**src/rtl/div_tick_pwm.sv**
```systemverilog
// div_tick_pwm: turns rising edges of the divided clock into one-cycle ticks
// and drives a tick-counted PWM generator. The period/duty configuration is
// double-buffered and only switches at a period boundary while running.
module div_tick_pwm #(
  parameter int CNT_W = 8
) (
  input  logic             clk,
  input  logic             rst,
  input  logic             div_in,
  input  logic             en,
  input  logic             cfg_valid,
  output logic             cfg_ready,
  input  logic [CNT_W-1:0] cfg_period,
  input  logic [CNT_W-1:0] cfg_duty,
  output logic             tick,
  output logic             pwm_out,
  output logic             period_done,
  output logic             busy
);

  localparam logic [1:0] IDLE  = 2'd0;
  localparam logic [1:0] RUN   = 2'd1;
  localparam logic [1:0] DRAIN = 2'd2;

  localparam logic [CNT_W-1:0] ONE = {{(CNT_W-1){1'b0}}, 1'b1};

  logic [1:0]       state_q, state_d;
  logic             div_q;
  logic             tick_q, tick_d;
  logic [CNT_W-1:0] cnt_q, cnt_d;
  logic             period_done_q, period_done_d;
  logic             act_vld_q, act_vld_d;
  logic [CNT_W-1:0] act_period_q, act_period_d;
  logic [CNT_W-1:0] act_duty_q, act_duty_d;
  logic             pend_vld_q, pend_vld_d;
  logic [CNT_W-1:0] pend_period_q, pend_period_d;
  logic [CNT_W-1:0] pend_duty_q, pend_duty_d;

  logic             running;
  logic             cfg_acc;
  logic             wrap;
  logic [CNT_W-1:0] cfg_period_clamped;

  assign running            = (state_q != IDLE);
  assign cfg_acc            = cfg_valid & ~pend_vld_q;
  assign cfg_period_clamped = (cfg_period == '0) ? ONE : cfg_period;
  // act_period is never 0, so act_period-1 cannot underflow
  assign wrap               = running & tick_q & (cnt_q == (act_period_q - ONE));
  assign tick_d             = div_in & ~div_q;

  // Next-state logic for the FSM, tick counter and configuration buffers
  always_comb begin
    state_d       = state_q;
    cnt_d         = cnt_q;
    period_done_d = 1'b0;
    act_vld_d     = act_vld_q;
    act_period_d  = act_period_q;
    act_duty_d    = act_duty_q;
    pend_vld_d    = pend_vld_q;
    pend_period_d = pend_period_q;
    pend_duty_d   = pend_duty_q;

    if (!running) begin
      if (cfg_acc) begin
        act_period_d = cfg_period_clamped;
        act_duty_d   = cfg_duty;
        act_vld_d    = 1'b1;
      end
    end else begin
      if (tick_q) begin
        if (wrap) begin
          cnt_d         = '0;
          period_done_d = 1'b1;
          if (pend_vld_q) begin
            act_period_d = pend_period_q;
            act_duty_d   = pend_duty_q;
            pend_vld_d   = 1'b0;
          end
        end else begin
          cnt_d = cnt_q + ONE;
        end
      end
      // cfg_acc requires pend_vld_q==0, so it never collides with the copy above
      if (cfg_acc) begin
        pend_period_d = cfg_period_clamped;
        pend_duty_d   = cfg_duty;
        pend_vld_d    = 1'b1;
      end
    end

    case (state_q)
      IDLE: begin
        if (en && act_vld_q) begin
          state_d = RUN;
          cnt_d   = '0;
        end
      end
      RUN: begin
        if (!en) state_d = DRAIN;
      end
      DRAIN: begin
        if (wrap)    state_d = IDLE;
        else if (en) state_d = RUN;
      end
      default: state_d = IDLE;
    endcase
  end

  // State registers with asynchronous active-high reset
  always_ff @(posedge clk or posedge rst) begin
    if (rst) begin
      state_q       <= IDLE;
      div_q         <= 1'b0;
      tick_q        <= 1'b0;
      cnt_q         <= '0;
      period_done_q <= 1'b0;
      act_vld_q     <= 1'b0;
      act_period_q  <= '0;
      act_duty_q    <= '0;
      pend_vld_q    <= 1'b0;
      pend_period_q <= '0;
      pend_duty_q   <= '0;
    end else begin
      state_q       <= state_d;
      div_q         <= div_in;
      tick_q        <= tick_d;
      cnt_q         <= cnt_d;
      period_done_q <= period_done_d;
      act_vld_q     <= act_vld_d;
      act_period_q  <= act_period_d;
      act_duty_q    <= act_duty_d;
      pend_vld_q    <= pend_vld_d;
      pend_period_q <= pend_period_d;
      pend_duty_q   <= pend_duty_d;
    end
  end

  assign tick        = tick_q;
  assign period_done = period_done_q;
  assign busy        = running;
  assign cfg_ready   = ~pend_vld_q;
  assign pwm_out     = running & (cnt_q < act_duty_q);

endmodule
```
**config.mk**
```make
export PLATFORM = sky130hd
export DESIGN_NAME = div_tick_pwm
export DESIGN_NICKNAME = d
export VERILOG_FILES = /design/src/rtl/div_tick_pwm.sv
export SDC_FILE = /design/constraint.sdc
export NUM_CORES = 1
export LEC_CHECK = 0
export ABC_AREA = 1
export CORE_MARGIN = 2
export CORE_UTILIZATION = 60
export CTS_BUF_LIST = sky130_fd_sc_hd__clkbuf_8
export DETAILED_ROUTE_END_ITERATION = 12
export MAX_ROUTING_LAYER = met4
export PLACE_DENSITY = 0.83
export SLEW_MARGIN = 0
export SYNTH_ARGS = -nofsm -noshare
export SYNTH_HDL_FRONTEND = slang
export SYNTH_SLANG_ARGS = --single-unit
```
**constraint.sdc**
```tcl
create_clock -name clk -period 2.8 [get_ports clk]
set_input_delay 0.56 -clock clk [delete_from_list [all_inputs] [get_ports clk]]
set_output_delay 0.56 -clock clk [all_outputs]
set_load 0.02 [all_outputs]
```
==> results of run 1 <==
stage by stage:
| stage | setup WS (ns) | cell area, sq um | hold slack, ns | cells | total power [mW] |
|---|---|---|---|---|---|
| 6_report | 0.4286 | 3083 | 0.3970 | 427 | 3.061 |
| 3_5_place_dp | 0.3913 | 2963 | 0.3948 | 419 | 2.560 |
| 2_1_floorplan | 0.7676 | 2696 | 0.3763 | 347 | 2.236 |
| 5_1_grt | 0.3657 | 3083 | 0.4321 | 427 | 3.369 |
| 3_3_place_gp | 0.3960 | 2963 | 0.3822 | 419 | 2.504 |
| 4_1_cts | 0.04191 | 3080 | 0.4018 | 427 | 3.080 |
what timing repair did:
item,in CTS,in global routing
endpoints found under the setup margin,0,1
gates resized for setup,0,1
hold buffers,0,0
flip-flops by register name (all words and copies together) (netlist names):
register,cells
act_duty_q,8
act_period_q,8
act_vld_q,1
cnt_q,8
div_q,1
pend_duty_q,8
pend_period_q,8
pend_vld_q,1
period_done,1
state_q,2
tick,1
layout by cell type, fill, tap and decap left out, types with 2 or more instances in the layout:
cell,Yosys,final
nor2_4,5,5
clkbuf_8,0,6
o21ai_0,35,35
inv_2,6,6
xnor2_1,2,2
nor2_1,12,12
dfrtp_1,47,47
a21oi_1,7,7
nand3_2,3,3
ha_1,9,9
clkdlybuf4s50_1,0,24
nand2_1,107,107
inv_1,45,44
nand2_2,4,4
xor2_1,7,7
o22ai_1,7,7
nor3_1,2,2
nand3_1,28,28
nand4_1,4,4
buf_4,1,4
report_power, final:
| part | switching, mW | internal [mW] | total [mW] |
|---|---|---|---|
| sequential | 0.209 | 0.945 | 1.15 |
| combinational | 0.851 | 0.541 | 1.39 |
| clock | 0.226 | 0.289 | 0.515 |
| total | 1.29 | 1.78 | 3.06 |
cell usage after synthesis:
library cell	count
o21bai_1	1
nor2_4	5
a211oi_1	1
nand3_2	3
buf_12	1
inv_2	6
buf_2	1
o21ai_2	1
nand3_4	1
nor3_1	2
clkbuf_2	1
o22ai_1	7
o31ai_1	1
nand2_1	107
nand2_2	4
nand4_1	4
dfrtp_1	47
nand3_1	28
nor2_2	1
ha_1	9
clkbuf_1	2
xnor2_1	2
a21oi_1	7
nor2_1	12
nand2_4	1
xor2_1	7
buf_4	1
buf_6	3
o21ai_1	1
inv_1	45
o21ai_0	35
final cells by class:
class	instances	area share, %
Sequential cell	47	38.15
Inverter	51	6.209
Multi-Input combinational cell	240	40.54
Tap cell	52	2.110
Clock inverter	2	1.136
Clock buffer	6	2.679
Timing Repair Buffer	29	9.172
critical path, stage by stage (launching register included):
cell,delay (ns)
dfrtp_1,0.43
ha_1,0.35
a21oi_1,0.18
o21ai_0,0.10
a211oi_1,0.20
dlymetal6s2s_1,0.26
routing by layer:
metal / GRT usage, % / up-vias / wire length [microns]
li1: - / 1155 / -
met1: 32.74 / 1035 / 2498
met2: 42.68 / 43 / 2608
met3: 4.274 / 9 / 203
met4: 6.499 / 0 / 72
met5: - / - / 0
logic make-up (layout without fill, tap and decap cells):
family,Yosys count,count (layout),synth area share [%]
buffers and inverters,60,88,10.02
adder cells (fa/ha/maj),9,9,4.176
AO/OA/AOI/OAI,54,54,10.77
flip-flops,47,47,43.62
AND/OR/NAND/NOR,168,168,28.49
XOR/XNOR,9,9,2.924
worst max path at each step:
stage | endpoint | slack, ns | cells after the start
final | pwm_out | 0.43 | 5
after detailed placement | pwm_out | 0.39 | 5
after global routing | pwm_out | 0.37 | 5
after global placement | pwm_out | 0.40 | 5
after floorplan | pwm_out | 0.77 | 4
after CTS | pwm_out | 0.04 | 5
==> summary.txt, run 1 <==
Placed design
  – Dpl hpwl: 4134 microns
  – Port bufs: 25
  – Placer Congestion: 0.9115

Logic synthesis
  – Post-Synthesis Net Count: 377
  – Synth Register Bits: 47
  – Syn Area/Cell: 7.770 sq um
  – Post-Syn Area: 2696 sq um
  – Yosys top cell area share: 43.62%
  – Netlist cell types: 31
  – Leading area contributor after synthesis: dfrtp_1
  – Synth Instances: 347
  – Sequential cell area fraction in the yosys report: 43.62%
  – Top cells by area, synth: dfrtp_1 44%, nand2_1 15%, o21ai_0 6.5%, inv_1 6.3%, nand3_1 5.2%
  – Synth warn: 0

GRT
  – Vias in the first global route: 2,304
  – GRT Total Usage: 25.60%
  – First-pass GRT wire length: 10,050 microns
  – GR Overflow Total: 0
  – Initial antenna violation count: 0
  – Largest net degree at the start of global routing: 28

Clock network
  – Clk_lat worst skew: 0.30 ns
  – Num CTS Buffers: 5
  – Root buf cell: clkbuf_8
  – CTS Buffer Depth: 2
  – Post-CTS Setup Inserts: 0
  – CTS clk-pin slew, worst paths: 0.09 ns
  – CTS tree: done
  – CTS H-tree depth: 2
  – Clock Sinks: 47

Timing
  – Slew HR: 38.65%
  – Unrepaired setup endpoints after global routing: no
  – Least-Margin Pin Slew: 0.9146 ns
  – Setup Skew: 0.003971 ns
  – Final setup TNS: 0 ns
  – Period utilisation layout: 84.69%
  – Final min period: 2.371 ns
  – Final setup fails: 0
  – Slew Viols, Final: 0
  – Hold Fails Final Rpt: 0
  – Fmax: 421.7 MHz

Routing
  – Vias/cell: 5.251
  – Initial DRC count: 98
  – DRT antenna net count: 0
  – Detailed Route WL: 5383 microns
  – Pre-antenna DRT Iters: 4
  – Via total after detailed routing: 2,242
  – Wire per inst: 12.61 microns
  – Drt drc: 0

Worst hold path
  – Hold endpoint: tick
  – Hold-critical path depth: 1
  – Start point of the worst hold path: div_q
  – Min-Delay Path Class: flip-flop to flip-flop

Setup path
  – Crit path capture type: output pin
  – Critical path fanouts, max: 4
  – Crit path DAT: 1.81 ns
  – Critical R2R Capture: act_period_q[7]
  – CP Launch Point: cnt_q[5]
  – WP data required: 2.24 ns
  – R2R depth: 12
  – R2r setup slk: 0.68 ns
  – Setup Crit Path Kind: flip-flop to output pin
  – Critical R2R Launch: act_period_q[0]
  – Setup crit start kind: flip-flop

Die
  – Core box area: 4354 sq um
  – Die ar.: 5046 sq um
  – DIE HEIGHT: 71.04 microns
  – I/O pin cnt: 26
  – Starting Density: 61.93%
  – Placement Rows: 24
  – Chip width: 71.04 microns

Finish
  – Nets: 404
  – Area grow syn2layout: 14.34%
  – Area occupied by registers: 1176 sq um
  – Area of the multi-input gates: 1250 sq um
  – Filler cells: 365
  – Layout cell share with drive strength beyond 1: 9.067%
  – Core Util, Final: 70.80%
  – Antenna diodes: 0

Run status
  – Outcome: completed

Power and ir drop
  – Pwr dens: 992.8 nW/um^2
  – Maximum vdd drop: 0.5599 mV
  – Lkg Pwr: 1.544 nW

Flow run
  – Max-cap violations: 0
(Power assumes the default switching activity.)
==> run 2: changes to the inputs <==
--- a/config.mk
+++ b/config.mk
@@ -7,11 +7,11 @@
 export LEC_CHECK = 0
 export ABC_AREA = 1
 export CORE_MARGIN = 2
-export CORE_UTILIZATION = 60
+export CORE_UTILIZATION = 59
 export CTS_BUF_LIST = sky130_fd_sc_hd__clkbuf_8
 export DETAILED_ROUTE_END_ITERATION = 12
 export MAX_ROUTING_LAYER = met4
-export PLACE_DENSITY = 0.83
+export PLACE_DENSITY = 0.82
 export SLEW_MARGIN = 0
 export SYNTH_ARGS = -nofsm -noshare
 export SYNTH_HDL_FRONTEND = slang
==> constraint.sdc (replaced) <==
create_clock -name clk -period 2.4 [get_ports clk]
set_input_delay 0.48 -clock clk [delete_from_list [all_inputs] [get_ports clk]]
set_output_delay 0.48 -clock clk [all_outputs]
set_load 0.02 [all_outputs]
==> summary.txt, run 2 (synthesis gave the netlist of run 1 again) <==
Placed design
  – Dpl hpwl: 4165 microns (+0.75%)
  – Port bufs: 25 (unchanged)
  – Place WS: 0.1271 ns (-0.2641 ns)
  – Placer Congestion: 0.8771 (-3.8%)

Timing
  – Slew HR: 70.57% (+32 points)
  – Final setup TNS: 0 ns (unchanged)
  – Least-Margin Pin Slew: 0.4409 ns (-0.4737 ns)
  – Hold Fails Final Rpt: 0 (unchanged)
  – Fmax: 456.9 MHz
  – Worst Slack Setup Final: 0.2113 ns (-0.2173 ns)
  – Final setup fails: 0 (unchanged)
  – Slew Viols, Final: 0 (unchanged)
  – Period utilisation layout: 91.20%
  – Unrepaired setup endpoints after global routing: no
  – Setup Skew: 0.006955 ns (+0.002984 ns)
  – Hold slack: 0.3972 ns (+0.0002400 ns)
  – Final min period: 2.189 ns

Setup path
  – Cell chain of the critical path: inv_2 > nand2_2 > buf_4 > clkdlybuf4s50_1
  – Critical R2R Launch: act_period_q[0]
  – Setup Crit Path Kind: flip-flop to output pin
  – R2r setup slk: 0.32 ns (-0.36 ns)
  – Crit path DAT: 1.71 ns (-0.10 ns)
  – Crit path capture type: output pin
  – Largest delay share family, worst path: buffers and inverters
  – R2R depth: 12 (unchanged)
  – Critical path buffers and inverters: 3 (+2)
  – Critical R2R Capture: act_duty_q[7]
  – Max incr delay on CP: 0.63 ns (+0.20 ns)
  – WP data required: 1.92 ns (-0.32 ns)
  – Critical path fanouts, max: 19 (+15)
  – CP max stage cell: clkdlybuf4s50_1
  – Setup crit start kind: flip-flop

Clock network
  – CTS clk-pin slew, worst paths: 0.08 ns (about the same)
  – CTS Buffer Depth: 2 (unchanged)
  – Root buf cell: clkbuf_8
  – Num CTS Buffers: 5 (unchanged)
  – CTS H-tree depth: 2 (unchanged)
  – Post-CTS Hold Buffers: 0 (unchanged)
  – CTS tree: done
  – Clk_lat worst skew: 0.29 ns (about the same)
  – Clock Sinks: 47 (unchanged)
  – Post-CTS Setup Inserts: 0 (unchanged)

Routing
  – Initial DRC count: 157 (+60%)
  – Via total after detailed routing: 2,299 (+2.5%)
  – Detailed Route WL: 5390 microns (+0.13%)
  – Pre-antenna DRT Iters: 4 (unchanged)
  – Wire per inst: 12.48 microns (-1.0%)
  – Vias/cell: 5.322 (+1.4%)
  – DRT antenna net count: 0 (unchanged)
  – Drt drc: 0 (unchanged)

Finish
  – Area occupied by registers: 1176 sq um (unchanged)
  – Area of the multi-input gates: 1250 sq um (unchanged)
  – Filler cells: 353 (-3.3%)
  – Antenna diodes: 0 (unchanged)
  – Layout cell share with drive strength beyond 1: 10.79% (+1.7 points)
  – Most frequent cells in the layout: 107 x nand2_1, 47 x dfrtp_1, 44 x inv_1
  – Nets: 409 (+1.2%)
  – Area grow syn2layout: 15.92%
  – Most common cell after layout, fill and taps aside: nand2_1

Flow run
  – Max-cap violations: 0 (unchanged)

Run status
  – Outcome: completed

Die
  – Placement Rows: 24 (unchanged)
  – Die ar.: 5127 sq um (+1.6%)
  – I/O pin cnt: 26 (unchanged)
  – Core box area: 4384 sq um (+0.69%)
  – Chip width: 71.60 microns (+0.80%)
  – Starting Density: 61.50% (-0.42 points)
  – DIE HEIGHT: 71.60 microns (+0.80%)

Power and ir drop
  – Lkg Pwr: 1.570 nW (+1.7%)
  – Sequential share of power: 37.3% (-0.4 points)
  – Pwr dens: 1152 nW/um^2 (+16%)
  – Comb pwr share: 46.3% (+0.8 points)
  – Maximum vdd drop: 0.6165 mV (+10%)
  – Switching Share: 42.10% (+0.091 points)
  – Clock network power share: 16.4% (-0.4 points)
  – Sw Pwr: 1.516 mW (+18%)
  – P_int: 2.085 mW (+17%)

GRT
  – Routing usage on met1: 32.99% (+0.25 points)
  – First-pass GRT wire length: 9791 microns (-2.5%)
  – Grt peak-use layer: met2
  – Met3 Use GR: 4.219% (-0.054 points)
  – Vias in the first global route: 2,226 (-3.4%)
  – Met2 global-route usage: 39.81% (-2.9 points)
  – GR Overflow Total: 0 (unchanged)
  – GRT Total Usage: 24.95% (-0.65 points)
  – Largest net degree at the start of global routing: 29 (+3.6%)
  – Initial antenna violation count: 0 (unchanged)

Worst hold path
  – Min-Delay Path Class: flip-flop to flip-flop
  – Start point of the worst hold path: div_q
  – Hold endpoint: tick
  – Hold-critical path depth: 1 (unchanged)
run 2: cell count changes in the layout (fill, tap and decap cells not counted):
cell,delta
clkinv_1,-1
buf_4,+4
clkbuf_2,+1
inv_2,+1
dlymetal6s2s_1,-1
buf_12,+1
run 2: how the worst max path moves through the flow:
stage          startpoint       to  depth (start not counted)
6_report       state_q[1]     busy                          4
5_1_grt          cnt_q[5]  pwm_out                          5
4_1_cts          cnt_q[3]  pwm_out                          5
3_5_place_dp     cnt_q[5]  pwm_out                          5
3_3_place_gp     cnt_q[3]  pwm_out                          5
2_1_floorplan    cnt_q[3]  pwm_out                          4
run 2: per-stage QoR:
stage,utilization (%),total power [mW],instances,instance area (sq um)
after CTS,71.38,3.623,432,3129
after detailed placement,68.72,3.028,424,3013
after global routing,71.29,3.945,432,3126
final,71.29,3.601,432,3126
after global placement,68.72,2.950,424,3013
after floorplan,-,2.608,347,2696
run 2: what timing repair did:
action / CTS / global route
setup endpoints to repair: 1 / 1
gates resized for setup: 1 / 3
hold endpoints to repair: 0 / 0
run 2: routing by layer:
metal	routed length [microns]	vias up
met4	79	0
met3	213	9
li1	-	1169
met1	2434	1074
met5	0	-
met2	2662	47
run 2: final cells by class:
class                           instances  area share (%)
Clock buffer                            6           2.642
Multi-Input combinational cell        240           39.99
Clock inverter                          2           1.121
Tap cell                               52           2.082
Timing Repair Buffer                   34           10.41
Sequential cell                        47           37.63
Inverter                               51           6.125
run 2: power groups by stage:
stage	clock, mW	sequential (mW)	combinational [mW]
finish	0.590	1.34	1.67
global route	0.635	1.38	1.93
CTS	0.605	1.34	1.68
detailed placement	0	1.35	1.67
global placement	0	1.34	1.61
floorplan	0	1.29	1.31
run 2: worst reg2reg max path, cell delays in order (launching register included):
cell and delay, ns:
dfrtp_1 0.42, inv_1 0.15, ha_1 0.28, inv_1 0.07, nand2_1 0.07, nand3_1 0.08, nand2_1 0.07, nand3_1 0.11
nor2_4 0.15, nand3_4 0.22, nand2_4 0.24, nand2_1 0.09, nand2_1 0.07
==> RTL change, RTL diff (settings of run 2) <==
Make the reset (`rst`) synchronous in one clocked block. Comments in the files are not updated.
--- a/src/rtl/div_tick_pwm.sv
+++ b/src/rtl/div_tick_pwm.sv
@@ -107,7 +107,7 @@
   end
 
   // State registers with asynchronous active-high reset
-  always_ff @(posedge clk or posedge rst) begin
+  always_ff @(posedge clk) begin
     if (rst) begin
       state_q       <= IDLE;
       div_q         <= 1'b0;
Function: differs if rst is asserted again (counterexample within 4 cycles, from zero or initial values and one cycle with rst high); with rst held inactive, the same outputs for 10 cycles.
==> RTL change against run 2 <==
  * Final area grew 0.84%
  * Critical path type unchanged
  * Die area increased by 0.41%
  * Sequential cell count is the same
  * Largest cell class unchanged
  * Count of clock-buffer cells in the layout grew 1
  * Wire length up 12%
  * Global-route usage grew 0.73 points
  * Fmax fell by 3.3%
  * Synthesized area is 0.42% higher
  * Sequential share of layout area down 7.8 points
  * Worst setup slack worse by 0.076 ns
  * Highest routed layer unchanged
  * Core utilization is 0.60 points higher
Power is not compared: it rests on default switching activity, and its combinational part moved more than twofold at a synthesized area within 25%.
==> RTL change: results (changes against run 2) <==
[grt]
gr-usage-met2=0.408  ; +0.0103
grtUsageMet3=0.0380  ; -0.00422
grt_pass1_wl_mm=10.2  ; +4.4%
first_global_vias=2330  ; +4.7%
grtUsageTotal=0.257  ; +0.00729
met1_usage=0.334  ; +0.00373

[logic_synthesis]
synthTopCellsByCount=nand2_1 (88), inv_1 (56), dfxtp_1 (47)
synth_nets=435  ; +15%
synth-async-reset-ratio=0  ; -1.00
avgSynthCellArea_sq_um=6.69  ; -14%
yosysSeqAreaShare=0.348  ; -0.0887
synthDistinctLibCells=29  ; -6.5%
synth_ff_type=dfxtp_1

[routing]
finalWirelength_mm=6.06  ; +12%
vias=2571  ; +12%

[setup_path]
slowest_stage=dfxtp_1
worstPathArrival_ns=1.78  ; +0.07 ns
critPathMaxStageDelay_ns=0.33  ; -0.30 ns
critPathMaxFanout=2  ; -17

[cells_and_area]
final_cells=486  ; +13%
fin_nets=463  ; +13%
area_delta_synth_final_pct=16.4
drive_above_1_share=0.0876  ; -0.0203
fillers=358  ; +1.4%

[sta]
finClkSkew_ns=0.00958  ; +0.00262 ns
worstMarginPinSlew_ns=0.433  ; -0.00819 ns

[place]
place_ws_ns=0.157  ; +0.0303 ns
dp_cells=478  ; +13%
place.gp.congestion=0.893  ; +1.8%
postPlaceCellArea_sq_um=3050  ; +1.2%

[clock_network]
worstSkewPairLatency_ns=0.31  ; +0.02 ns
htreeDepth=2  ; unchanged

[status]
outcome=finished clean

## RTL change: what timing repair did
| action | 4_1_cts | 5_1_grt |
|---|---|---|
| endpoints found under the setup margin | 1 | 1 |
| resized for setup | 1 | 1 |
| gates cloned | 0 | 0 |
| hold buffers | 0 | 0 |
| pin swaps | 0 | 0 |
## RTL change: path summary, 6_finish.rpt
kind	start	to	slack (ns)	cells after the start
setup reg to reg	act_period_q[0]	act_duty_q[1]	0.21	13
hold / removal	div_q	tick	0.42	1
setup / recovery	act_duty_q[1]	pwm_out	0.14	7
hold reg to reg	div_q	tick	0.42	1
## RTL change: layout make-up
type,instances,share of cell area
clock buffer,7,0.0306
clock inverter,1,0.00238
inverter,57,0.0679
multi-input combinational,285,0.468
sequential,47,0.299
tap,52,0.0206
timing repair buffer,37,0.112
## RTL change: where the power goes
part           total (mW)  internal, mW  switching [mW]
registers           0.886         0.847          0.0386
logic               0.563         0.217           0.346
clock network       0.538         0.262           0.276
## RTL change: cell families after synthesis
kind of cell | share of synthesized area
AND/OR/NAND/NOR | 0.330
AO/OA/AOI/OAI | 0.157
buffers and inverters | 0.108
flip-flops | 0.348
adder cells (fa/ha/maj) | 0.0416
XOR/XNOR | 0.0162
## RTL change: metal layers
layer,part of all wire,vias up,wire length [um]
met5,0,-,0
met3,0.043,11,258
met1,0.46,1135,2800
li1,-,1358,-
met4,0.018,0,112
met2,0.48,67,2890
## RTL change: critical path: cells and delay by family, from the launching register on
kind	cells	cell delay, ns
flip-flops	1	0.33
adder cells (fa/ha/maj)	1	0.26
AO/OA/AOI/OAI	3	0.36
AND/OR/NAND/NOR	1	0.15
buffers and inverters	2	0.38
